==> src/rtl/fpmul_arbiter.sv <==
// Round-robin arbiter sharing one IEEE-754 single-precision multiplier among
// NUM_REQ requesters through a two-stage (operand / result) pipeline.

module fpmul_core (
   input  logic [31:0] a,
   input  logic [31:0] b,
   output logic [31:0] p
);

   logic        sign_s;
   logic        a_nan_s, b_nan_s, a_inf_s, b_inf_s, a_zero_s, b_zero_s;
   logic [47:0] prod_s;
   logic [9:0]  exp_s, exp_n_s, exp_f_s;
   logic [22:0] frac_s;
   logic        guard_s, sticky_s, round_s;
   logic [23:0] frac_r_s;

   // Round-to-nearest-even multiply; subnormal inputs and results flush to zero.
   always_comb begin
      sign_s   = a[31] ^ b[31];
      a_nan_s  = (a[30:23] == 8'hFF) && (a[22:0] != 23'd0);
      b_nan_s  = (b[30:23] == 8'hFF) && (b[22:0] != 23'd0);
      a_inf_s  = (a[30:23] == 8'hFF) && (a[22:0] == 23'd0);
      b_inf_s  = (b[30:23] == 8'hFF) && (b[22:0] == 23'd0);
      a_zero_s = (a[30:23] == 8'h00);
      b_zero_s = (b[30:23] == 8'h00);
      prod_s   = 48'({1'b1, a[22:0]}) * 48'({1'b1, b[22:0]});
      exp_s    = {2'b00, a[30:23]} + {2'b00, b[30:23]} - 10'd127;
      if (prod_s[47]) begin
         frac_s   = prod_s[46:24];
         guard_s  = prod_s[23];
         sticky_s = |prod_s[22:0];
         exp_n_s  = exp_s + 10'd1;
      end else begin
         frac_s   = prod_s[45:23];
         guard_s  = prod_s[22];
         sticky_s = |prod_s[21:0];
         exp_n_s  = exp_s;
      end
      round_s  = guard_s & (sticky_s | frac_s[0]);
      frac_r_s = {1'b0, frac_s} + {23'd0, round_s};
      if (frac_r_s[23]) begin
         exp_f_s = exp_n_s + 10'd1;
      end else begin
         exp_f_s = exp_n_s;
      end
      // exp_f_s is two's complement: bit 9 set means underflow.
      if (a_nan_s || b_nan_s || (a_inf_s && b_zero_s) || (b_inf_s && a_zero_s)) begin
         p = 32'h7FC0_0000;
      end else if (a_inf_s || b_inf_s) begin
         p = {sign_s, 8'hFF, 23'd0};
      end else if (a_zero_s || b_zero_s) begin
         p = {sign_s, 31'd0};
      end else if (!exp_f_s[9] && (exp_f_s >= 10'd255)) begin
         p = {sign_s, 8'hFF, 23'd0};
      end else if (exp_f_s[9] || (exp_f_s == 10'd0)) begin
         p = {sign_s, 31'd0};
      end else begin
         p = {sign_s, exp_f_s[7:0], frac_r_s[22:0]};
      end
   end

endmodule

module fpmul_arbiter #(
   parameter int NUM_REQ = 4,
   parameter int IDW     = 3
) (
   input  logic                  clk,
   input  logic                  rst_n,
   input  logic [NUM_REQ-1:0]    req_valid,
   output logic [NUM_REQ-1:0]    req_ready,
   input  logic [32*NUM_REQ-1:0] req_x,
   input  logic [32*NUM_REQ-1:0] req_y,
   output logic                  rsp_valid,
   input  logic                  rsp_ready,
   output logic [31:0]           rsp_data,
   output logic [IDW-1:0]        rsp_id,
   output logic [15:0]           grant_count
);

   localparam logic [IDW-1:0] LAST_RST = IDW'(NUM_REQ - 1);

   logic           s0_valid_q, s0_valid_d;
   logic [31:0]    s0_x_q, s0_x_d, s0_y_q, s0_y_d;
   logic [IDW-1:0] s0_id_q, s0_id_d;
   logic           s1_valid_q, s1_valid_d;
   logic [31:0]    s1_data_q, s1_data_d;
   logic [IDW-1:0] s1_id_q, s1_id_d;
   logic [IDW-1:0] last_q, last_d;
   logic [15:0]    grant_count_q, grant_count_d;

   logic           adv_s, found_s, accept_s;
   logic [IDW-1:0] grant_id_s;
   logic [31:0]    sel_x_s, sel_y_s, prod_s;
   int             idx_s;

   fpmul_core u_mul (
      .a (s0_x_q),
      .b (s0_y_q),
      .p (prod_s)
   );

   // Round-robin search starting just after the most recent grant.
   always_comb begin
      found_s    = 1'b0;
      grant_id_s = '0;
      idx_s      = 0;
      for (int k = 1; k <= NUM_REQ; k++) begin
         idx_s = int'(last_q) + k;
         if (idx_s >= NUM_REQ) begin
            idx_s = idx_s - NUM_REQ;
         end else begin
            idx_s = idx_s;
         end
         if (!found_s && req_valid[idx_s]) begin
            found_s    = 1'b1;
            grant_id_s = IDW'(idx_s);
         end else begin
            found_s    = found_s;
         end
      end
   end

   // Handshake: grants only issue while the pipeline can advance and reset is released.
   always_comb begin
      adv_s     = !s1_valid_q || rsp_ready;
      accept_s  = adv_s && found_s && rst_n;
      req_ready = '0;
      if (accept_s) begin
         req_ready[grant_id_s] = 1'b1;
      end else begin
         req_ready = '0;
      end
      sel_x_s = req_x[32*int'(grant_id_s) +: 32];
      sel_y_s = req_y[32*int'(grant_id_s) +: 32];
   end

   // Pipeline advance and arbitration bookkeeping.
   always_comb begin
      s0_valid_d    = s0_valid_q;
      s0_x_d        = s0_x_q;
      s0_y_d        = s0_y_q;
      s0_id_d       = s0_id_q;
      s1_valid_d    = s1_valid_q;
      s1_data_d     = s1_data_q;
      s1_id_d       = s1_id_q;
      last_d        = last_q;
      grant_count_d = grant_count_q;
      if (adv_s) begin
         s1_valid_d = s0_valid_q;
         s1_data_d  = prod_s;
         s1_id_d    = s0_id_q;
         s0_valid_d = found_s;
         if (found_s) begin
            s0_x_d        = sel_x_s;
            s0_y_d        = sel_y_s;
            s0_id_d       = grant_id_s;
            last_d        = grant_id_s;
            grant_count_d = grant_count_q + 16'd1;
         end else begin
            s0_id_d = s0_id_q;
         end
      end else begin
         s1_valid_d = s1_valid_q;
      end
   end

   // State registers.
   always_ff @(posedge clk or negedge rst_n) begin
      if (!rst_n) begin
         s0_valid_q    <= 1'b0;
         s0_x_q        <= 32'd0;
         s0_y_q        <= 32'd0;
         s0_id_q       <= '0;
         s1_valid_q    <= 1'b0;
         s1_data_q     <= 32'd0;
         s1_id_q       <= '0;
         last_q        <= LAST_RST;
         grant_count_q <= 16'd0;
      end else begin
         s0_valid_q    <= s0_valid_d;
         s0_x_q        <= s0_x_d;
         s0_y_q        <= s0_y_d;
         s0_id_q       <= s0_id_d;
         s1_valid_q    <= s1_valid_d;
         s1_data_q     <= s1_data_d;
         s1_id_q       <= s1_id_d;
         last_q        <= last_d;
         grant_count_q <= grant_count_d;
      end
   end

   assign rsp_valid   = s1_valid_q;
   assign rsp_data    = s1_data_q;
   assign rsp_id      = s1_id_q;
   assign grant_count = grant_count_q;

endmodule

==> config.mk <==
export PLATFORM = sky130hd
export DESIGN_NAME = fpmul_arbiter
export DESIGN_NICKNAME = d
export VERILOG_FILES = /design/src/rtl/fpmul_arbiter.sv
export SDC_FILE = /design/constraint.sdc
export NUM_CORES = 2
export LEC_CHECK = 0
export BUFFER_PORTS_ARGS = -buffer_cell sky130_fd_sc_hd__buf_2
export CAP_MARGIN = 5
export CORE_MARGIN = 4
export CORE_UTILIZATION = 35
export CTS_BUF_LIST = sky130_fd_sc_hd__clkbuf_4 sky130_fd_sc_hd__clkbuf_8
export CTS_CLUSTER_SIZE = 8
export DETAILED_ROUTE_END_ITERATION = 12
export GPL_ROUTABILITY_DRIVEN = 1
export PLACE_DENSITY = 0.59
export SKIP_CTS_REPAIR_TIMING = 1
export SLEW_MARGIN = 20
export SYNTH_ARGS = -nofsm -noshare
export SYNTH_HDL_FRONTEND = slang
export SYNTH_SLANG_ARGS = --single-unit
==> constraint.sdc <==
create_clock -name clk -period 17.49 [get_ports clk]
set_input_delay 2.6235 -clock clk [delete_from_list [all_inputs] [get_ports clk]]
set_output_delay 2.6235 -clock clk [all_outputs]
set_load 0.01 [all_outputs]
# ---- After elaboration in Yosys (flattened, before gate mapping)
# Cells that the tools add are included.
dict set report totals {
  register_bits 123
  wordCells 114
  out_inout_bits 56
  input_bits 263
}
dict set report op_classes {
  eq_ne 2
  bitwise 3
  n_mux 37
  n_reduce_logical 35
  n_shift 2
  magnitude_cmp 11
  add_sub_neg 14
  multipliers 1
}
# operator n
set op_table {}
lappend op_table {{$shiftx A128 B9 Y32} 2}
lappend op_table {{$mux W32} 5}
lappend op_table {{$lt A32 B4 Y1 const B} 4}
lappend op_table {{$mux W31} 4}
lappend op_table {{$mul A24 B24 Y48} 1}
lappend op_table {{$logic_not A23 Y1} 2}
lappend op_table {{$reduce_bool A23 Y1} 2}
lappend op_table {{$add A23 B1 Y24} 1}
lappend op_table {{$mux W23} 1}
lappend op_table {{$reduce_or A23 Y1} 1}
lappend op_table {{$reduce_or A22 Y1} 1}
lappend op_table {{$add A10 B1 Y10 const B} 2}
lappend op_table {{$mux W10} 2}
lappend op_table {{$sub A4 B3 Y5 const B} 4}
lappend op_table {{$add A16 B1 Y16 const B} 1}
lappend op_table {{$eq A8 B8 Y1 const B} 2}
lappend op_table {{$ge A4 B3 Y1 const B} 4}
lappend op_table {{$logic_not A8 Y1} 2}
lappend op_table {{$mux W1} 15}
lappend op_table {{$logic_and A1 B1 Y1} 13}
lappend op_table {{$mux W3} 4}
lappend op_table {{$ge A10 B8 Y1 const B} 1}
lappend op_table {{$logic_not A10 Y1} 1}
lappend op_table {{$sub A10 B7 Y10 const B} 1}
lappend op_table {{15 further kinds} 29}

# ---- Longest topological paths before layout
dict set report logic_depth {
  word_depth 21
  mapped_depth 39
  mapped_depth_nobuf 34
}

# ---- Modules after synthesis
# A second synthesis with hierarchy kept.
dict set report hier_totals {
  hier_cells 3446
  hier_area_um2 29683.5
}
# module area_each_um2 cells_each seq_area_each_um2 instances
set modules_own_cells {}
lappend modules_own_cells {fpmul_core 22499.1 2725 0.0 1}
lappend modules_own_cells {fpmul_arbiter 7184.4 721 3055.4 1}

# ---- Least setup slack after synthesis
# No wires, ideal clock.
dict set report synth_path {
  path_type {register to register}
  startpoint {reg s0_y_q[3]}
  endpoint {reg s1_data_q[22] (netlist: rsp_data[22])}
  required_time_ps 17389
  arrival_ps 8868
  stages_incl_launch_ff 38
  period_less_slack_ps 8969
  setup_ps 101
  slack_ps 8521
  n_path_buf 5
  cell_sequence {dfrtp_1 clkbuf_1 clkbuf_1 nand2_1 fa_1 inv_1 fa_1 inv_1 fa_1 fa_1 inv_1 fa_1 fa_1 inv_1 fa_1 inv_1 ha_1 clkbuf_1 [... 2 more ...] a21oi_1 o21ai_1 o21ai_0 a21oi_1 nor2_1 clkbuf_1 clkbuf_1 nor2_1 nor2_1 ha_1 and2_1 and4_1 o211ai_1 nor3_1 nand3_1 xnor2_1 o211ai_1 o32ai_1}
}
dict set report synth_between {
  elab_chain_len 14
  word_cells_on_any_way 31
  cone_classes {add/sub: 2; mul: 1; order compare: 1; mux: 10; bitwise: 2; reduce/logical: 15}
}
# item line_no
set synth_lines {}
lappend synth_lines {{start: declaration} 85} ;# logic [31:0] s0_x_q, s0_x_d, s0_y_q, s0_y_d;
lappend synth_lines {{start signal: assignment} 184} ;# s0_y_q <= s0_y_d;
lappend synth_lines {{branches (longest 13 deep; another with $mul A24 B24 Y48)} -}
lappend synth_lines {{$mux W32 (*)} 48} ;# if (a_nan_s || b_nan_s || (a_inf_s && b_zero_s) || (b_inf_s && a_zero_s)) begin
lappend synth_lines {{end signal: assignment} 187} ;# s1_data_q <= s1_data_d;
lappend synth_lines {{end: declaration} 88} ;# logic [31:0] s1_data_q, s1_data_d;
# Every way passes the cells marked *.
# A chain may end at the register's enable or synchronous reset.

# ---- Worst setup path in the final report
dict set report layout_path {
  startpoint {reg s0_x_q[22]}
  endpoint {reg s1_data_q[22] (netlist: rsp_data[22])}
}
dict set report layout_between {
  elab_chain_len 14
  word_cells_on_any_way 30
  cone_classes {add/sub: 2; mul: 1; order compare: 1; mux: 10; bitwise: 2; reduce/logical: 14}
}
# item line_no
set layout_lines {}
lappend layout_lines {{start: declaration} 85}
lappend layout_lines {{start signal: assignment} 173} ;# s0_x_q <= 32'd0;
lappend layout_lines {{start signal: assignment} 183} ;# s0_x_q <= s0_x_d;
lappend layout_lines {{branches (longest 13 deep; another with $mul A24 B24 Y48)} -}
lappend layout_lines {{$mux W32 (*)} 48}
# Marked as above.

==> metrics.txt <==
via count of the first global-routing pass=26100; count of state elements after synthesis=between 100 and 150; drc violations=0; worst r2r src=s0_x_q[22]; total number of yosys warnings=0; Crit path arrival time=10920 ps; post-synthesis cell area=0.0288 mm2; most used flip-flop cell after synthesis=sky130_fd_sc_hd__dfrtp_1; die height=295 um; total negative slack for setup checks=0 ps; min cycle time layout=about 11000 ps; number of vias after detailed routing=25000; slowest library cell on the worst path=sky130_fd_sc_hd__dfrtp_1; final setup fails=0; number of distinct library cell variants in the gate-level netlist after synthesis=90; Post-Syn Nets=4440; clock latency of the later-clocked register in the worst-skew pair=about 500 ps; asr flop ratio synth=100%; CTS tree=yes; width of the die=roughly 300 um; Clock Tree Buf Depth=2; critical path class=register to register; H-tree Lvls=4; Wirelength per Cell=between 15 and 20 um; largest cells by area after synthesis=sky130_fd_sc_hd__fa_1 (34%), sky130_fd_sc_hd__dfrtp_1 (10%), sky130_fd_sc_hd__nand2_1 (8.5%); number of detailed-routing iterations run before antenna repair=6; sort of element at the end of the critical path=register; die area=roughly 0.087 mm2; quantity of I/O buffers inserted on ports=318; clock net sink count=around 120; number of endpoints with negative hold slack in the final report=0; average vias per placed instance=around 5.2; sequential-to-total area share from yosys stat=10.6%; number of violations reported at the end of detailed-routing iteration 0=1772; weighted congestion reported at the end of routability-driven placement=0.892; worst max-slew margin expressed relative to the limit=16.2%; routed wire length=92600 um; status=complete, no violations; Max FO, Critical Path=34; final standard cell utilization of the core=roughly 39%; CP required=17840 ps; FF-to-FF setup slack=6920 ps; Top cell by count, worst path=sky130_fd_sc_hd__fa_1; area added between synthesis and finish=10.2%; Worst Hold Endpoint=s0_valid_q; TritonCTS Buffers=17; share of layout cells above drive strength 1=12.6%; stage delay of the slowest cell on the critical path=1040 ps; pin count of the biggest net entering global routing=84; family with the most delay on the worst path=adder cells; setup clock skew after layout=about 25 ps; maximum clock rate=0.0946 GHz; cell count after synthesis=about 3500; Worst Tran Pin Value=approximately 1300 ps; overall routing resource usage=between 20% and 30%; Hold Path Origin=s0_valid_q; number of nets with antenna violations after detailed routing=0; boundary pin count=319; crit path from=s0_x_q[22]; path type of the worst min-delay path=register to register; remaining global-route overflow=0; cell taking the most area after synthesis=sky130_fd_sc_hd__fa_1; part of the cycle the worst path needs=60.4%; global-route wire length before repair=147000 um; Avg Inst Size Synth=8.22 um2; core footprint=0.0811 mm2; number of nets in the finished design=between 4000 and 5000; Filler Cell Count=8317; number of enable flip-flop cells after synthesis=0; Placement Rows=104; RR Endpoint=rsp_data[22]; HPWL after DPL=72100 um; worst hold path stage count=2; Clock Root Buffer=sky130_fd_sc_hd__clkbuf_8; clock-pin slew reported for the worst setup and hold paths after clock tree synthesis=80 ps; number of antenna violations at the first check in global routing=1; effective utilization at floorplan=35.5%; Max Transition Viols Final=0; post-route cell area=0.0317 mm2; setup repair after global routing missed its margin=no; number of cell instances on the worst register-to-register path=31; max-capacitance violation count=0; nature of the critical path startpoint=register; number of buffers and inverters on the critical path=8; Placed Area=between 0.03 and 0.04 mm2; top-area cell type share of the netlist area=33.6%
sequential cells by signal (all words and copies together) (netlist names):
| register | cells |
|---|---|
| s0_id_q | 3 |
| rsp_data | 32 |
| s0_valid_q | 1 |
| rsp_id | 3 |
| last_q | 2 |
| grant_count | 16 |
| s0_x_q | 32 |
| rsp_valid | 1 |
| s0_y_q | 32 |
layout make-up:
| cell class | count | area [um2] | area share (%) |
|---|---|---|---|
| sequential | 122 | 3060 | 9.65 |
| clock inverter | 14 | 139 | 0.438 |
| tap | 1060 | 1330 | 4.18 |
| timing repair buffer | 369 | 1980 | 6.24 |
| inverter | 629 | 2360 | 7.44 |
| clock buffer | 18 | 241 | 0.761 |
| multi-input combinational | 2555 | 22600 | 71.3 |
| antenna | 2 | 5.00 | 0.0158 |
layout by cell type, fill, tap and decap left out, types with 20 or more instances in the layout:
cell type | synthesis | final
sky130_fd_sc_hd__a21o_1 | 27 | 25
sky130_fd_sc_hd__a21oi_1 | 87 | 86
sky130_fd_sc_hd__a32o_1 | 64 | 64
sky130_fd_sc_hd__and2_1 | 251 | 251
sky130_fd_sc_hd__buf_2 | 7 | 317
sky130_fd_sc_hd__buf_4 | 5 | 51
sky130_fd_sc_hd__dfrtp_1 | 120 | 115
sky130_fd_sc_hd__fa_1 | 483 | 483
sky130_fd_sc_hd__ha_1 | 188 | 188
sky130_fd_sc_hd__inv_1 | 625 | 624
sky130_fd_sc_hd__nand2_1 | 652 | 652
sky130_fd_sc_hd__nand3_1 | 168 | 168
sky130_fd_sc_hd__nand4_1 | 25 | 25
sky130_fd_sc_hd__nor2_1 | 127 | 126
sky130_fd_sc_hd__nor3_1 | 29 | 28
sky130_fd_sc_hd__nor4_1 | 22 | 22
sky130_fd_sc_hd__o211ai_1 | 22 | 22
sky130_fd_sc_hd__o21ai_0 | 50 | 50
sky130_fd_sc_hd__o31ai_2 | 20 | 20
sky130_fd_sc_hd__xnor2_1 | 65 | 65
sky130_fd_sc_hd__xor2_1 | 28 | 28
cell usage after synthesis, types with 5 or more instances:
library cell and n:
sky130_fd_sc_hd__a21boi_0 9, sky130_fd_sc_hd__a41oi_1 6, sky130_fd_sc_hd__o21bai_1 7, sky130_fd_sc_hd__nor2_1 127, sky130_fd_sc_hd__mux2i_1 11, sky130_fd_sc_hd__nor2b_1 7
sky130_fd_sc_hd__nor3_1 29, sky130_fd_sc_hd__a32o_1 64, sky130_fd_sc_hd__xor2_1 28, sky130_fd_sc_hd__nand2b_1 9, sky130_fd_sc_hd__o211a_1 5, sky130_fd_sc_hd__o22ai_1 8
sky130_fd_sc_hd__fa_1 483, sky130_fd_sc_hd__a21oi_1 87, sky130_fd_sc_hd__dfrtp_1 120, sky130_fd_sc_hd__a21o_1 27, sky130_fd_sc_hd__xnor2_1 65, sky130_fd_sc_hd__inv_1 625
sky130_fd_sc_hd__a31oi_1 19, sky130_fd_sc_hd__buf_2 7, sky130_fd_sc_hd__o21ai_1 11, sky130_fd_sc_hd__buf_4 5, sky130_fd_sc_hd__o211ai_1 22, sky130_fd_sc_hd__buf_1 10
sky130_fd_sc_hd__a211oi_1 11, sky130_fd_sc_hd__nand4_1 25, sky130_fd_sc_hd__and4_1 13, sky130_fd_sc_hd__nand3_1 168, sky130_fd_sc_hd__nor4_1 22, sky130_fd_sc_hd__o21ai_0 50
sky130_fd_sc_hd__o2111ai_1 5, sky130_fd_sc_hd__o21a_1 16, sky130_fd_sc_hd__o31ai_2 20, sky130_fd_sc_hd__clkbuf_1 174, sky130_fd_sc_hd__and2_1 251, sky130_fd_sc_hd__or3_1 9
sky130_fd_sc_hd__or2_2 6, sky130_fd_sc_hd__ha_1 188, sky130_fd_sc_hd__o31ai_1 7, sky130_fd_sc_hd__and3_1 16, sky130_fd_sc_hd__nand2_1 652
logic make-up after synthesis:
group	share of synthesized area [%]
mux	0.460
simple gates	22.3
compound gates	11.0
fa+ha+maj	41.7
buf+inv	11.0
flops	10.6
xor+xnor	2.88
worst register-to-register path: cells and delay by family, from the launching register on:
kind | cells | cell delay [ps]
buf+inv | 8 | 1350
compound gates | 7 | 2330
simple gates | 7 | 1640
fa+ha+maj | 9 | 4090
flops | 1 | 1040
through the flow:
step / hold slack [ps] / instances / setup slack, ps
5_1_grt: 504 / 4768 / 6290
3_5_place_dp: 454 / 4735 / 7140
4_1_cts: 479 / 4767 / 7090
6_report: 479 / 4769 / 6920
2_1_floorplan: 435 / 3506 / 8520
3_3_place_gp: 448 / 4735 / 7360
routing by layer:
layer / global-route usage [%] / part of all wire, %
met5: 0 / 0
met1: 26.4 / 40
met2: 38.3 / 50
met3: 3.51 / 6.3
met4: 8.65 / 4.4
worst max path at each step:
| stage | cells after the start | to |
|---|---|---|
| after global routing | 33 | rsp_data[22] |
| after global placement | 34 | rsp_data[22] |
| after detailed placement | 31 | rsp_data[22] |
| after CTS | 33 | rsp_data[22] |
| after floorplan | 37 | rsp_data[22] |
| final | 31 | rsp_data[22] |
Power is not shown: default switching activity piles up to over one toggle a cycle in this logic, so the estimate is an artifact.
